## src/rtl/clock_pkg.sv

```systemverilog
// Shared types and default timing for the alarm-clock control path.
// Timing constants assume a 100 MHz clk.
// Button FSM state encoding lives here so every button block agrees on it.
package clock_pkg;

  typedef enum logic [1:0] {
    IDLE   = 2'd0,
    DELAY  = 2'd1,
    REPEAT = 2'd2
  } state_t;

  localparam int CLK_HZ             = 100_000_000;
  localparam int DEBOUNCE_CYCLES_DFLT = CLK_HZ / 100;  // 10 ms
  localparam int REPEAT_DELAY_DFLT    = CLK_HZ / 2;    // 500 ms
  localparam int REPEAT_PERIOD_DFLT   = CLK_HZ / 5;    // 200 ms

  function automatic int max_int(input int a, input int b);
    return (a > b) ? a : b;
  endfunction

endpackage

```

## src/rtl/debouncer.sv

```systemverilog
// Synchronizes one raw button and debounces it by stable time into a clean level.
// Latency: level follows a clean input change 2+DEBOUNCE_CYCLES edges after first sample.
// Backpressure: none; level is a continuous registered signal.
module debouncer
  import clock_pkg::*;
#(
  parameter int DEBOUNCE_CYCLES = DEBOUNCE_CYCLES_DFLT
) (
  input  logic clk,
  input  logic rst,
  input  logic btn_in,
  output logic level
);

  localparam int DW = $clog2(DEBOUNCE_CYCLES) + 1;
  localparam logic [DW-1:0] DEB_TC = DW'(DEBOUNCE_CYCLES - 1);

  logic          sync_a;
  logic          s;
  logic [DW-1:0] dcnt;

  // Two-flop synchronizer for the asynchronous button input.
  always_ff @(posedge clk or posedge rst) begin
    if (rst) begin
      sync_a <= 1'b0;
      s      <= 1'b0;
    end else begin
      sync_a <= btn_in;
      s      <= sync_a;
    end
  end

  // Flip the level only after the input has disagreed with it for the full stable time.
  always_ff @(posedge clk or posedge rst) begin
    if (rst) begin
      level <= 1'b0;
      dcnt  <= '0;
    end else if (s == level) begin
      dcnt <= '0;
    end else if (dcnt == DEB_TC) begin
      level <= s;
      dcnt  <= '0;
    end else begin
      dcnt <= dcnt + 1'b1;
    end
  end

endmodule

```

## src/rtl/button_pulser.sv

```systemverilog
// Turns a raw push-button into one pulse per press plus optional auto-repeat pulses.
// Latency: pulse follows edge 3+DEBOUNCE_CYCLES after the first high sample of a clean press.
// Backpressure: none; pulse is a single-cycle strobe the consumer must take as it comes.
module button_pulser
  import clock_pkg::*;
#(
  parameter int DEBOUNCE_CYCLES = DEBOUNCE_CYCLES_DFLT,
  parameter int REPEAT_DELAY    = REPEAT_DELAY_DFLT,
  parameter int REPEAT_PERIOD   = REPEAT_PERIOD_DFLT
) (
  input  logic clk,
  input  logic rst,
  input  logic btn_in,
  output logic pulse,
  output logic held
);

  localparam int RW = $clog2(max_int(REPEAT_DELAY, REPEAT_PERIOD)) + 1;
  // REPEAT_DELAY of 0 never enters DELAY, so its terminal count is a don't-care.
  localparam logic [RW-1:0] DELAY_TC  = RW'((REPEAT_DELAY > 0) ? REPEAT_DELAY - 1 : 0);
  localparam logic [RW-1:0] PERIOD_TC = RW'(REPEAT_PERIOD - 1);

  logic          level;
  logic          level_q;
  state_t        state;
  logic [RW-1:0] rcnt;

  debouncer #(
    .DEBOUNCE_CYCLES(DEBOUNCE_CYCLES)
  ) u_debouncer (
    .clk   (clk),
    .rst   (rst),
    .btn_in(btn_in),
    .level (level)
  );

  // The debounced level is already a flop, so it is exposed directly.
  assign held = level;

  // Press/repeat FSM; release is checked first so it beats a coincident repeat.
  always_ff @(posedge clk or posedge rst) begin
    if (rst) begin
      state   <= IDLE;
      rcnt    <= '0;
      pulse   <= 1'b0;
      level_q <= 1'b0;
    end else begin
      level_q <= level;
      pulse   <= 1'b0;
      if (!level) begin
        state <= IDLE;
        rcnt  <= '0;
      end else begin
        case (state)
          IDLE: begin
            // Only a rising level fires; a long hold with repeat disabled stays quiet here.
            if (!level_q) begin
              pulse <= 1'b1;
              rcnt  <= '0;
              state <= (REPEAT_DELAY > 0) ? DELAY : IDLE;
            end
          end
          DELAY: begin
            if (rcnt == DELAY_TC) begin
              pulse <= 1'b1;
              rcnt  <= '0;
              state <= REPEAT;
            end else begin
              rcnt <= rcnt + 1'b1;
            end
          end
          REPEAT: begin
            if (rcnt == PERIOD_TC) begin
              pulse <= 1'b1;
              rcnt  <= '0;
            end else begin
              rcnt <= rcnt + 1'b1;
            end
          end
          default: begin
            state <= IDLE;
            rcnt  <= '0;
          end
        endcase
      end
    end
  end

endmodule

```

## config.mk

```make
export PLATFORM = sky130hd
export DESIGN_NAME = button_pulser
export DESIGN_NICKNAME = d
export VERILOG_FILES = /design/src/rtl/clock_pkg.sv /design/src/rtl/debouncer.sv /design/src/rtl/button_pulser.sv
export SDC_FILE = /design/constraint.sdc
export NUM_CORES = 1
export LEC_CHECK = 0
export ABC_AREA = 1
export BUFFER_PORTS_ARGS = -buffer_cell sky130_fd_sc_hd__buf_2
export CAP_MARGIN = 0
export CORE_AREA = 2 2 81 83
export CTS_BUF_LIST = sky130_fd_sc_hd__clkbuf_4 sky130_fd_sc_hd__clkbuf_8
export CTS_CLUSTER_SIZE = 10
export DETAILED_ROUTE_END_ITERATION = 16
export DIE_AREA = 0 0 83 85
export PLACE_DENSITY_LB_ADDON = 0.15
export SKIP_LAST_GASP = 1
export SLEW_MARGIN = 30
export SYNTH_ARGS = -nofsm -noshare
export SYNTH_HDL_FRONTEND = slang
export SYNTH_SLANG_ARGS = --single-unit
```

## constraint.sdc

```tcl
create_clock -name clk -period 1.4 [get_ports clk]
set_input_delay 0.14 -clock clk [delete_from_list [all_inputs] [get_ports clk]]
set_output_delay 0.14 -clock clk [all_outputs]
set_load 0.01 [all_outputs]
```

==> results.toml <==
[min_path]
min_path_cells = 0
hp-start = "u_debouncer.sync_a$_DFF_PP0_"
hp-class = "reg -> reg"
hold_end = "u_debouncer.s$_DFF_PP0_"

[place]
routabilityCongestion = 0.8875
dp_hpwl_mm = 6.774
port_buffers = 4
dp_cells = 659
placed_area_um2 = 4393

[clock_network]
htreeDepth = 2
cts_tree = "yes"
clkLatencyLatePin_ps = 330
path_clk_slew_ps = 110
root_buffer = "clkbuf_8"
cts_buffer_depth = 2
numCtsBuffers = 5
cts_sinks = 55

[layout]
drive_gt1_share_pct = 39.21
syn_to_final_growth_pct = 46.04
fin_nets = 616
regArea_um2 = 1380
fillers = 341
multi_input_area_um2 = 2283
stdcell_area_um2 = 5120
n_antenna_cell = 0
instances_no_fill = 684

[grt]
grt_pass1_vias = 3813
antenna_found_initial = 0
grt_start_max_net_pins = 56
globalRouteTotalUtil_pct = 29.99
globalRouteOverflowTotal = 0
grt_pass1_wl_mm = 17.01

[synth]
synth.area.mux_share_pct = 0.3212
syn_area_um2 = 3506
yosys_warnings = 0
avgSynthCellArea_um2 = 7.214
synth_compound_area_share_pct = 9.422
syn-instance-count = 486
synth_xor_area_share_pct = 2.248
synth_top_family_by_area = "simple AND/OR/NAND/NOR gates"
synth_seq_area_share_pct = 39.26
synth.distinct_cells = 41
synthAdderAreaFrac_pct = 2.498
ys_async_sr_fraction_pct = 100.0
ys.flop_type = "dfrtp_1"
synthesis.nets = 496
synth_edf_count = 0
ys_seq_elements = 55
synthSimpleGateAreaFrac_pct = 37.15

[setup_path]
ff2ff_setup_slack_ps = -350
crit_path_max_fanout = 5
cp-end-kind = "flop"
cp.required_ps = 1610
r2r-end = "rcnt[13]$_DFFE_PP0P_"
critical_path.max_stage_delay_ps = 450
critPathArrivalTime_ps = 1960
crit_type = "reg -> reg"
critPathLaunch = "rcnt[23]$_DFFE_PP0P_"
r2r_start = "rcnt[23]$_DFFE_PP0P_"
cp_slowest_cell = "dfrtp_2"
startpoint_type = "flop"
r2r_cells = 9
path_cells = "nor2_1 -> nand2_1 -> nor2_2 -> nand3_4 -> nand2_8 -> nand2_8 -> buf_6 -> nand3_2 -> a21boi_1"
crit_top_cell = "nand2_8"

[floorplanning]
initial_core_util_pct = 56.50
dieArea_um2 = 7055
fp.coreArea_um2 = 6205
die-width_um = 83
fp.dieH_um = 85
rows = 29
ios = 5

[job]
maxCapViolCount = 0

[route]
drtIter0Drc = 422
drt_wl_total_mm = 11.59
firstDrtPassIters = 6
wl_per_cell_um = 16.95
ant_nets = 0
drc = 0
vias = 3914
avgViaCountPerCell = 5.722

[outcome]
violations = "setup timing"
status = "finished, violations left"

[power]
ir_worst_vdd_uv = 531.3
p_leak_nw = 2.509
p_per_area_nw_per_um2 = 521.3

[timing]
finalCritPeriodShare_pct = 125.2
hold_violations = 0
fin_ws_ps = -353.2
fmax_mhz = 570.4
tightest_slew_ps = 304.5
grt_setup_unrepaired = "yes"
setup_viol = 49
finalClockSkew_ps = 12.45
post-route-min-period_ps = 1753
slew_headroom_pct = 79.62
maxSlewViolCount = 0
power by group:
part	switching (W)	internal, W
Sequential	0.00000902	0.00160
Combinational	0.0000713	0.0000444
Clock	0.000587	0.000360
Total	0.000668	0.00200
Yosys cell counts (2+ instances only):
master,count,share of area [%]
dfrtp_1,55,39
xnor2_1,2,0.50
o21bai_1,2,0.43
o22ai_1,6,1.1
nand2_4,5,1.6
inv_1,65,7.0
nor2_2,6,1.1
nand4_1,11,2.0
o21ai_0,11,1.6
nor2_1,67,7.2
nand3_2,3,0.86
a21oi_1,19,2.7
o21ai_1,12,1.7
nor2_4,2,0.64
nand3_1,36,5.1
nand2_1,113,12
a21boi_1,2,0.43
nor3b_1,3,0.64
nand2_2,7,1.2
nor3_1,14,2.0
xor2_1,7,1.7
ha_1,7,2.5
clkbuf_1,3,0.32
buf_2,2,0.29
nor3_4,2,0.93
inv_2,9,0.96
flip-flops by register name (all words and copies together) (netlist names):
register            flops
u_debouncer.level       1
level_q                 1
u_debouncer.s           1
rcnt                   27
u_debouncer.dcnt       21
state                   2
pulse                   1
u_debouncer.sync_a      1
kinds of logic after synthesis:
logic type                 after synthesis
AOI/OAI and AO/OA                       58
muxes                                    1
adders and majority gates                7
and+or+nand+nor                        274
xor gates and xnor gates                 9
buffers and inverters                   82
DFF                                     55
per-layer routing:
| layer | vias to the layer above | share of wire [%] | wire [um] | GRT usage, % |
|---|---|---|---|---|
| li1 | 1796 | - | - | - |
| met1 | 1843 | 36 | 4165 | 34.17 |
| met2 | 209 | 53 | 6087 | 53.52 |
| met3 | 66 | 6.2 | 722 | 4.377 |
| met4 | 0 | 5.3 | 618 | 17.88 |
| met5 | - | 0 | 0 | 0 |
worst max-delay path by stage:
| stage | to |
|---|---|
| after floorplan | rcnt[11]$_DFFE_PP0P_ |
| after global placement | rcnt[16]$_DFFE_PP0P_ |
| after detailed placement | rcnt[16]$_DFFE_PP0P_ |
| after CTS | rcnt[16]$_DFFE_PP0P_ |
| after global routing | rcnt[17]$_DFFE_PP0P_ |
| final | rcnt[13]$_DFFE_PP0P_ |
placed cells by master, fill, tap and decap left out, drive strengths merged:
| cell type | netlist | layout |
|---|---|---|
| mux2 | 1 | 1 |
| a31oi | 1 | 1 |
| ha | 7 | 7 |
| o21ai | 23 | 23 |
| a21oi | 20 | 20 |
| a22oi | 1 | 1 |
| dlygate4sd3 | 0 | 2 |
| clkbuf | 3 | 5 |
| clkinvlp | 0 | 2 |
| nand3 | 39 | 39 |
| o22ai | 6 | 6 |
| a21boi | 2 | 2 |
| o21bai | 2 | 2 |
| buf | 3 | 114 |
| clkinv | 2 | 4 |
| nand2 | 125 | 128 |
| xor2 | 7 | 7 |
| or2 | 1 | 1 |
| nor4 | 1 | 1 |
| xnor2 | 2 | 2 |
| a211oi | 1 | 1 |
| o211a | 1 | 1 |
| nand3b | 1 | 1 |
| nand4 | 11 | 11 |
| nor3b | 3 | 3 |
| o211ai | 1 | 1 |
| dfrtp | 55 | 55 |
| nor2 | 76 | 76 |
| inv | 74 | 73 |
| nor3 | 17 | 17 |
final cells by class:
class                      instances  share of cell area (%)
inverter                          76                   6.085
tap                               77                   1.882
multi-input combinational        352                   44.60
clock inverter                     3                  0.4888
timing repair buffer             116                   18.65
clock buffer                       5                   1.344
sequential                        55                   26.95
repair_timing:
item | 4_1_cts | 5_1_grt
buffers inserted | 8 | 7
pin swaps | 19 | 31
resized for setup | 64 | 53
endpoints found under the setup margin | 47 | 52
gates cloned | 3 | 0
hold buffers | 2 | 0
endpoints found under the hold margin | 56 | 0
worst max-delay path: cells and delay by family (launching register included):
family | cells | cell delay (ps)
AND/OR/NAND/NOR | 7 | 980
AO/OA/AOI/OAI | 1 | 80
flip-flops | 1 | 450
buffers and inverters | 1 | 130
per-stage QoR:
stage / worst slack, ps / util, % / setup TNS, ps / total power [W] / hold WS, ps
global placement: -231.0 / 70.80 / -5594 / 0.001724 / 240.0
floorplan: -131.9 / - / -2379 / 0.001685 / 171.4
CTS: -186.5 / 78.54 / -6420 / 0.002670 / 365.3
finish: -353.2 / 82.52 / -11320 / 0.002669 / 363.6
detailed placement: -316.8 / 70.80 / -7648 / 0.001726 / 244.4
global route: -442.6 / 82.52 / -15180 / 0.002742 / 366.1
No activity file was read; power rests on OpenSTA's default activity.
